<file path="src/rtl/wb_mailbox_pkg.sv">
// wb_mailbox_pkg: register offsets and STATUS bit positions shared by the mailbox
// Contents:
//    reg_e        - register selector decoded from adr[3:2]
//    ST_*         - STATUS word field positions
package wb_mailbox_pkg;
   typedef enum logic [1:0] {
      REG_TXDATA = 2'd0,
      REG_RXDATA = 2'd1,
      REG_STATUS = 2'd2,
      REG_IRQ_EN = 2'd3
   } reg_e;
   localparam int ST_TX_EMPTY = 0;
   localparam int ST_TX_FULL  = 1;
   localparam int ST_RX_EMPTY = 2;
   localparam int ST_RX_FULL  = 3;
   localparam int ST_TX_CNT   = 8;
   localparam int ST_RX_CNT   = 16;
endpackage

</file>
<file path="src/rtl/wb_mailbox_if.sv">
// wb_if: Wishbone B4 pipelined bus bundle
// Signals:
//    cyc, stb, we, adr[31:0], sel[3:0], dat_i[31:0]  - initiator to responder
//    ack, err, stall, dat_o[31:0]                   - responder to initiator
interface wb_if;
   logic        cyc;
   logic        stb;
   logic        we;
   logic [31:0] adr;
   logic [3:0]  sel;
   logic [31:0] dat_i;
   logic [31:0] dat_o;
   logic        ack;
   logic        err;
   logic        stall;
   modport slave (input cyc, stb, we, adr, sel, dat_i, output ack, err, stall, dat_o);
   modport master (output cyc, stb, we, adr, sel, dat_i, input ack, err, stall, dat_o);
endinterface

</file>
<file path="src/rtl/wb_mailbox_fifo.sv">
// wb_mailbox_fifo: synchronous FIFO, DEPTH entries of WIDTH bits
// Ports:
//    clk, rst         - clock, asynchronous active-high reset
//    push_i, din_i    - write request and data (ignored when full)
//    pop_i            - read request (ignored when empty)
//    dout_o           - head word
//    full_o, empty_o  - occupancy flags
//    count_o          - entries held, 0..DEPTH
module wb_mailbox_fifo #(
   parameter int DEPTH = 8,
   parameter int WIDTH = 32,
   localparam int AW = $clog2(DEPTH),
   localparam int CW = AW + 1
) (
   input  logic             clk,
   input  logic             rst,
   input  logic             push_i,
   input  logic [WIDTH-1:0] din_i,
   input  logic             pop_i,
   output logic [WIDTH-1:0] dout_o,
   output logic             full_o,
   output logic             empty_o,
   output logic [CW-1:0]    count_o
);
   logic [WIDTH-1:0] mem_q [DEPTH];
   logic [AW-1:0]    wr_q;
   logic [AW-1:0]    rd_q;
   logic [CW-1:0]    cnt_q;
   logic             do_push;
   logic             do_pop;
   assign full_o  = cnt_q == CW'(DEPTH);
   assign empty_o = cnt_q == '0;
   assign count_o = cnt_q;
   assign dout_o  = mem_q[rd_q];
   // Flags gate the requests so a full FIFO refuses push even when popped in the same cycle
   assign do_push = push_i & !full_o;
   assign do_pop  = pop_i & !empty_o;
   always_ff @(posedge clk or posedge rst)
      if (rst) begin
         wr_q  <= '0;
         rd_q  <= '0;
         cnt_q <= '0;
      end else begin
         if (do_push) wr_q <= wr_q + AW'(1);
         if (do_pop) rd_q <= rd_q + AW'(1);
         cnt_q <= cnt_q + CW'(do_push) - CW'(do_pop);
      end
   always_ff @(posedge clk)
      if (do_push) mem_q[wr_q] <= din_i;
endmodule

</file>
<file path="src/rtl/wb_mailbox.sv">
// wb_mailbox: Wishbone mailbox with TX/RX stream FIFOs and level interrupt
// Ports:
//    clk, rst            - clock, asynchronous active-high reset
//    wb                  - Wishbone B4 pipelined responder (never stalls)
//    tx_valid/data/ready - TX stream out of the TX FIFO
//    rx_valid/data/ready - RX stream into the RX FIFO
//    irq                 - registered level interrupt
// Registers (adr[3:2]): 0 TXDATA W, 1 RXDATA R, 2 STATUS R, 3 IRQ_EN R/W
// Build option: WB_MAILBOX_IRQ_EN enables IRQ_EN and irq; otherwise irq=0 and IRQ_EN reads 0.
module wb_mailbox
   import wb_mailbox_pkg::*;
#(
   parameter int DEPTH = 8,
   parameter int WIDTH = 32
) (
   input  logic             clk,
   input  logic             rst,
   wb_if.slave              wb,
   output logic             tx_valid,
   output logic [WIDTH-1:0] tx_data,
   input  logic             tx_ready,
   input  logic             rx_valid,
   input  logic [WIDTH-1:0] rx_data,
   output logic             rx_ready,
   output logic             irq
);
   localparam int CW = $clog2(DEPTH) + 1;
   logic             ack_q, ack_d, err_q, err_d;
   logic [WIDTH-1:0] dat_q, dat_d;
   logic             tx_push, tx_full, tx_empty;
   logic             rx_pop, rx_full, rx_empty;
   logic [CW-1:0]    tx_count, rx_count;
   logic [WIDTH-1:0] rx_head;
   logic [WIDTH-1:0] status;
   logic             req;
   reg_e             reg_sel;
   logic             unused_ok;
   assign req       = wb.cyc & wb.stb;
   assign reg_sel   = reg_e'(wb.adr[3:2]);
   assign unused_ok = ^{wb.adr[31:4], wb.adr[1:0], wb.sel};
   assign wb.stall  = 1'b0;
   assign wb.ack    = ack_q;
   assign wb.err    = err_q;
   assign wb.dat_o  = dat_q;
   assign tx_valid  = !tx_empty;
   assign rx_ready  = !rx_full;
   wb_mailbox_fifo #(.DEPTH(DEPTH), .WIDTH(WIDTH)) u_tx (
      .clk(clk), .rst(rst), .push_i(tx_push), .din_i(wb.dat_i), .pop_i(tx_valid & tx_ready),
      .dout_o(tx_data), .full_o(tx_full), .empty_o(tx_empty), .count_o(tx_count)
   );
   wb_mailbox_fifo #(.DEPTH(DEPTH), .WIDTH(WIDTH)) u_rx (
      .clk(clk), .rst(rst), .push_i(rx_valid), .din_i(rx_data), .pop_i(rx_pop),
      .dout_o(rx_head), .full_o(rx_full), .empty_o(rx_empty), .count_o(rx_count)
   );
   always_comb begin
      status = '0;
      status[ST_RX_CNT +: 8] = 8'(rx_count);
      status[ST_TX_CNT +: 8] = 8'(tx_count);
      status[ST_RX_FULL]     = rx_full;
      status[ST_RX_EMPTY]    = rx_empty;
      status[ST_TX_FULL]     = tx_full;
      status[ST_TX_EMPTY]    = tx_empty;
   end
`ifdef WB_MAILBOX_IRQ_EN
   logic [1:0] irq_en_q, irq_en_d;
   logic       irq_q;
   assign irq = irq_q;
   always_ff @(posedge clk or posedge rst)
      if (rst) begin
         irq_en_q <= '0;
         irq_q    <= 1'b0;
      end else begin
         irq_en_q <= irq_en_d;
         irq_q    <= (irq_en_q[0] & !rx_empty) | (irq_en_q[1] & tx_empty);
      end
`else
   assign irq = 1'b0;
`endif
   // Every accepted request yields exactly one of ack/err; dat_o is zero unless a read acks
   always_comb begin
      ack_d   = 1'b0;
      err_d   = 1'b0;
      dat_d   = '0;
      tx_push = 1'b0;
      rx_pop  = 1'b0;
`ifdef WB_MAILBOX_IRQ_EN
      irq_en_d = irq_en_q;
`endif
      if (req)
         case (reg_sel)
            REG_TXDATA: begin
               tx_push = wb.we & !tx_full;
               ack_d   = tx_push;
               err_d   = !tx_push;
            end
            REG_RXDATA: begin
               rx_pop = !wb.we & !rx_empty;
               ack_d  = rx_pop;
               err_d  = !rx_pop;
               dat_d  = rx_pop ? rx_head : '0;
            end
            REG_STATUS: begin
               ack_d = !wb.we;
               err_d = wb.we;
               dat_d = wb.we ? '0 : status;
            end
            default: begin
               ack_d = 1'b1;
`ifdef WB_MAILBOX_IRQ_EN
               if (wb.we) irq_en_d = wb.dat_i[1:0];
               else dat_d = WIDTH'(irq_en_q);
`endif
            end
         endcase
   end
   always_ff @(posedge clk or posedge rst)
      if (rst) begin
         ack_q <= 1'b0;
         err_q <= 1'b0;
         dat_q <= '0;
      end else begin
         ack_q <= ack_d;
         err_q <= err_d;
         dat_q <= dat_d;
      end
endmodule

</file>
<file path="src/flat_wrapper.sv">
// flat-port wrapper written by rule: the top's interface ports become plain ports
module wb_mailbox_flat import wb_mailbox_pkg::*;
#(
   parameter int DEPTH = 8,
   parameter int WIDTH = 32
)
  (clk, rst, tx_valid, tx_data, tx_ready, rx_valid, rx_data, rx_ready, irq, wb_cyc, wb_stb, wb_we, wb_adr, wb_sel, wb_dat_i, wb_ack, wb_err, wb_stall, wb_dat_o);
  wb_if wb_i ();
  input  logic clk;
  input  logic rst;
  output logic tx_valid;
  output logic [WIDTH-1:0] tx_data;
  input  logic tx_ready;
  input  logic rx_valid;
  input  logic [WIDTH-1:0] rx_data;
  output logic rx_ready;
  output logic irq;
  input wire logic [$bits(wb_i.cyc)-1:0] wb_cyc;
  input wire logic [$bits(wb_i.stb)-1:0] wb_stb;
  input wire logic [$bits(wb_i.we)-1:0] wb_we;
  input wire logic [$bits(wb_i.adr)-1:0] wb_adr;
  input wire logic [$bits(wb_i.sel)-1:0] wb_sel;
  input wire logic [$bits(wb_i.dat_i)-1:0] wb_dat_i;
  output wire logic [$bits(wb_i.ack)-1:0] wb_ack;
  output wire logic [$bits(wb_i.err)-1:0] wb_err;
  output wire logic [$bits(wb_i.stall)-1:0] wb_stall;
  output wire logic [$bits(wb_i.dat_o)-1:0] wb_dat_o;
  assign wb_i.cyc = wb_cyc;
  assign wb_i.stb = wb_stb;
  assign wb_i.we = wb_we;
  assign wb_i.adr = wb_adr;
  assign wb_i.sel = wb_sel;
  assign wb_i.dat_i = wb_dat_i;
  assign wb_ack = wb_i.ack;
  assign wb_err = wb_i.err;
  assign wb_stall = wb_i.stall;
  assign wb_dat_o = wb_i.dat_o;
  wb_mailbox #(.DEPTH(DEPTH), .WIDTH(WIDTH)) u_core (.clk(clk), .rst(rst), .wb(wb_i), .tx_valid(tx_valid), .tx_data(tx_data), .tx_ready(tx_ready), .rx_valid(rx_valid), .rx_data(rx_data), .rx_ready(rx_ready), .irq(irq));
endmodule
</file>
<file path="config.mk">
export PLATFORM = sky130hd
export DESIGN_NAME = wb_mailbox_flat
export DESIGN_NICKNAME = d
export VERILOG_FILES = /design/src/rtl/wb_mailbox_pkg.sv /design/src/rtl/wb_mailbox_if.sv /design/src/rtl/wb_mailbox_fifo.sv /design/src/rtl/wb_mailbox.sv /design/src/flat_wrapper.sv
export SDC_FILE = /design/constraint.sdc
export NUM_CORES = 1
export LEC_CHECK = 0
export BUFFER_PORTS_ARGS = -buffer_cell sky130_fd_sc_hd__buf_2
export CAP_MARGIN = 20
export CELL_PAD_IN_SITES_DETAIL_PLACEMENT = 1
export CELL_PAD_IN_SITES_GLOBAL_PLACEMENT = 2
export CORE_MARGIN = 4
export CORE_UTILIZATION = 47
export DETAILED_ROUTE_END_ITERATION = 6
export HOLD_SLACK_MARGIN = 0.08
export PLACE_DENSITY = 0.81
export SYNTH_ARGS = -nofsm -noshare
export SYNTH_HDL_FRONTEND = slang
export SYNTH_SLANG_ARGS = --single-unit
</file>
<file path="constraint.sdc">
create_clock -name clk -period 10.5 [get_ports clk]
set_input_delay 1.05 -clock clk [delete_from_list [all_inputs] [get_ports clk]]
set_output_delay 1.05 -clock clk [all_outputs]
set_load 0.01 [all_outputs]
</file>
# Yosys cells after proc, flatten, opt, wreduce, memory -nomap -nowiden
# Memories as Yosys holds them, arrays and structs flattened.
# Index checks and enable logic that the tools add are counted.
# word_totals
reg_bits,54
ram_bits,512
word_cells,57
memories,2
# op_classes
n_addsub,8
eq_ne,4
muxes,16
n_bitwise,8
n_reduce_logical,10
# mem_list
name,depth,word_bits,rd,rd_ports_with_merged_regs,wr,line_no,rtl
u_core.u_rx.mem_q,8,32,1,0,1,wb_mailbox_fifo.sv:25,logic [WIDTH-1:0] mem_q [DEPTH];
u_core.u_tx.mem_q,8,32,1,0,1,wb_mailbox_fifo.sv:25,
# op_table
cell,count
32-bit two-way mux,2
32-bit one-hot mux with 2 select lines,1
20-bit two-way mux,1
3-bit by 1-bit adder with 3-bit output (second input constant),4
1-bit two-way mux,10
4-bit by 1-bit adder with 4-bit output,2
1-bit bitwise AND,8
4-bit equality test (second input constant),2
4-bit logical NOT,2
4-bit by 1-bit subtractor with 4-bit output,2
1-bit logical NOT,7
1-bit one-hot mux with 3 select lines,2
2-bit by 1-bit equality test with 1-bit output (second input constant),1
2-bit equality test (second input constant),1
2-bit logical NOT,1

# Logic depth before layout (Yosys ltp)
# depth
depth_word,8
ltp_mapped,11
depth_no_buf,11

# Hierarchy
# Synthesis repeated with hierarchy kept, for this count alone.
# hier_totals
cells_unflattened,973
area_unflattened_um2,22009.9
# by_module_without_submodules
module,n_inst,cells_each,area_each_um2,seq_area_each_um2
wb_mailbox_fifo,2,429,10323.7,7937.6
wb_mailbox,1,115,1362.6,850.8

# Worst setup path after synthesis
# OpenSTA, ideal clock, no wires.
# synth_path
path_kind,input-to-reg
startpoint,in wb_adr[2]
endpoint,mem u_core.u_tx.mem_q[0][0] (enable)
setup_time_ns,0.501
arrival_time_ns,4.698
setup_slack_ns,5.300
stages,5
cell_sequence,inv_1 > ha_1 > and2_1 > nand3_2 > nor4_1
# synth_between
elab_chain_len,6
# synth_rtl
item,line_no,rtl
"start, declared",flat_wrapper.sv:21,input wire logic [$bits(wb_i.adr)-1:0] wb_adr;
2-bit logical NOT,wb_mailbox.sv:90,case (reg_sel)
1-bit two-way mux,wb_mailbox.sv:90,
1-bit two-way mux,wb_mailbox.sv:89,if (req)
1-bit bitwise AND,wb_mailbox_fifo.sv:36,assign do_push = push_i & !full_o;
1-bit two-way mux,wb_mailbox_fifo.sv:49,if (do_push) mem_q[wr_q] <= din_i;
1-bit two-way mux (not written as such),wb_mailbox_fifo.sv:49,
"end, declared",wb_mailbox_fifo.sv:25,
# Every way passes these cells.

# Worst setup path after layout
# layout_path
startpoint,reg u_core.u_tx.rd_q[0]
endpoint,out tx_data[14]
# layout_between
elab_chain_len,1
# layout_rtl
item,line_no,rtl
"start, declared",wb_mailbox_fifo.sv:27,logic [AW-1:0] rd_q;
"start signal, assigned",wb_mailbox_fifo.sv:45,if (do_pop) rd_q <= rd_q + AW'(1);
memory read 8 x 32 bit,-,
"end, declared",flat_wrapper.sv:12,output logic [WIDTH-1:0] tx_data;
# Every way passes these cells.

==> run summary <==
status: finished clean
mapped cell area: 21680 um2
commonest cells in the synthesized netlist: 512 x edfxtp_1, 100 x mux4_2, 54 x dfrtp_1
Root Buffer: clkbuf_16
Avg Cell Area, Syn: 22.87 um2
final setup vio count: 0
GR Util All Layers: 0.1837
Core Area: 45480 um2
chip width: 222.8 um
Synth Flop Type: edfxtp_1
Max Fclk: 0.2348 GHz
post-layout util: 0.5497
H-tree depth: 2
Peak supply drop: 0.1547 mV
Worst R2R Setup Slack: 7700 ps
worst hold start: u_core.u_tx.rd_q[1]
vias in the first global route: 10.97k
Layout Area Growth over Synthesis: 15.31%
Routed Wire Length: 45140 um
RSZ-0062 raised after global routing: no
drt drc: 0
critical path's largest stage delay: 860 ps
TritonCTS Buffers: 58
worst path arrival time: 3210 ps
port bufs: 140
GPL Wtd Cong: 0.7063
worst r2r src: u_core.u_rx.rd_q[0]
most frequent cell after synthesis: edfxtp_1
share of post-route cells with drive strength above 1: 0.3492
capturing point of the worst reg2reg path: u_core.wb.dat_o[2]
vias per inst: 5.532
Post-DP HPWL: 25420 um
final instance area: 25000 um2
Power Density: 252.1 nW/um2
critical path startpoint category: register
Min-Delay Path Class: register to register
Post-synth ARST share: 0.09541
area of placed instances: 23130 um2
maximum root-to-sink buffer count: 3
synth top area cells: edfxtp_1 71%, mux4_2 10%, dfrtp_1 6.2%
Slew Limit Fails: 0
minimum clock period: 4260 ps
DRT iter0 DRCs: 658
Final #Nets: 1257
crit end category: output pin
setup tns final: 0 ps
CTS Sinks: 566
area leader, netlist: edfxtp_1
clk_lat worst skew: 610 ps
Post-CTS Setup Bufs: 0
IO Count: 177
Setup CP Type: register to output pin
Crit. Startpoint: u_core.u_tx.rd_q[0]
starting density of the core: 0.4768
Hold-fix buffers, CTS: 0
Max FO, Critical Path: 35
post_cts resized: 0
wire per inst: 25.37 um
Critical Path Slowest Stage Cell: dfrtp_4
synth warn: 0
worst path cell trace: buf_4 > mux4_1 > mux2_2 > buf_2
Worst Tran Pin Value: 1088 ps
Post-synth EDFFs: 512
Yosys top cell area share: 0.7091
CTS tree: done
Clock Skews: 10.22 ps
Hold Vio Cnt, Final: 0
first-pass GRT wire length: 69080 um
hold slack: 528.9 ps
Crit path required time: 9450 ps
total gr overflow: 0
pin count of the biggest net entering global routing: 67
hold path cells: 1
die area: 49630 um2
headroom to the max-slew limit: 0.2747
Total Power: 6.302 mW
Yosys reg bits: 566
ANT nets after route: 0
post-synth cell types: 40
CP delay by family, top: multiplexers
FP Rows: 78
clk slew on worst S/H paths: 60 ps
Die Span Y: 222.8 um
cells on worst reg2reg path: 4
initial antenna violation count: 7
First-pass DRT Iterations: 6
Syn Inst Count: 948
fin crit share: 0.4057
Leak: 8.557 nW
max-cap violation count: 0
Hold Crit Endpoint: u_core.u_tx.rd_q[1]
CP bufs+invs: 2
vias: 9841
sequential element share of the synthesized area: 0.7714
[report_power, final]
| group | internal [mW] | switching [mW] | total, mW |
|---|---|---|---|
| Combinational | 0.740 | 0.715 | 1.46 |
| Clock | 1.16 | 0.839 | 2.00 |
| Sequential | 2.67 | 0.175 | 2.84 |
[how the worst max path moves through the flow]
stage / end / slack [ps] / depth (start not counted)
2_1_floorplan: u_core.u_tx.mem_q[0][0] / 5300 / 5
3_3_place_gp: tx_data[13] / 6820 / 4
3_5_place_dp: tx_data[13] / 6770 / 4
4_1_cts: tx_data[9] / 6110 / 4
5_1_grt: tx_data[14] / 6020 / 4
6_report: tx_data[14] / 6240 / 4
[worst register-to-register path: stages (launching register included)]
cell and delay (ps):
dfrtp_4 790, buf_4 760, mux4_2 630, mux2i_1 310
o22ai_1 160
[metrics by stage]
step / setup WS [ps] / std cells
after floorplan: 5300 / 949
after global placement: 6822 / 1668
after detailed placement: 6774 / 1668
after CTS: 6113 / 1777
after global routing: 6018 / 1777
final: 6240 / 1779
[cells in the final DEF, fill, tap and decap left out, drive strengths merged]
cell      instances
nand3b            1
mux2i            32
diode             2
a21oi             5
bufinv            6
o2bb2ai           2
o22ai            10
nand4             4
a211oi            1
nor2b             2
mux2             36
nand3             5
o21a              1
nand2             6
buf             164
xnor2             8
nor4              1
edfxtp          512
dfrtp            54
mux4            128
or3b              4
clkinv           29
a311oi            1
and2              2
clkbuf           67
clkinvlp          2
nor3              7
nand2b            4
inv              22
nor2             29
ha               20
a21o              2
conb              2
fa                2
and3              2
xor2              4
[logic make-up (layout without fill, tap and decap cells)]
| group | after synthesis | count (layout) | synth area share |
|---|---|---|---|
| compound gates | 22 | 22 | 0.006636 |
| xor+xnor | 12 | 12 | 0.004847 |
| fa+ha+maj | 22 | 22 | 0.01339 |
| buf+inv | 62 | 290 | 0.01691 |
| flops | 566 | 566 | 0.7714 |
| mux | 196 | 196 | 0.1713 |
| other cells | 1 | 4 | 0.0001730 |
| simple gates | 67 | 67 | 0.01535 |
[flip-flops by register name, indices dropped and copies added, names as in the netlist]
name,count
u_core.u_tx.wr_q,3
u_core.u_rx.count_o,4
u_core.wb.ack,1
u_core.wb.err,1
u_core.u_rx.wr_q,3
u_core.u_rx.mem_q,256
u_core.u_tx.count_o,4
u_core.u_rx.rd_q,3
u_core.u_tx.mem_q,256
u_core.u_tx.rd_q,3
u_core.wb.dat_o,32
[cell type report]
class | instances | area [um2]
multi-input combinational | 321 | 4697
fill | 3946 | 20480
antenna | 2 | 5.005
tap | 600 | 750.7
inverter | 17 | 63.81
timing repair buffer | 164 | 880.8
clock inverter | 42 | 380.4
clock buffer | 67 | 1485
sequential | 566 | 16740
[layer usage]
| layer | track usage | part of all wire | vias up |
|---|---|---|---|
| li1 | - | - | 4296 |
| met4 | 0.04375 | 0.016 | 10 |
| met3 | 0.03567 | 0.045 | 64 |
| met1 | 0.2399 | 0.41 | 5260 |
| met2 | 0.3224 | 0.53 | 211 |
| met5 | 0 | 0.0015 | - |
Note: power is estimated with default switching activity, not from simulation.
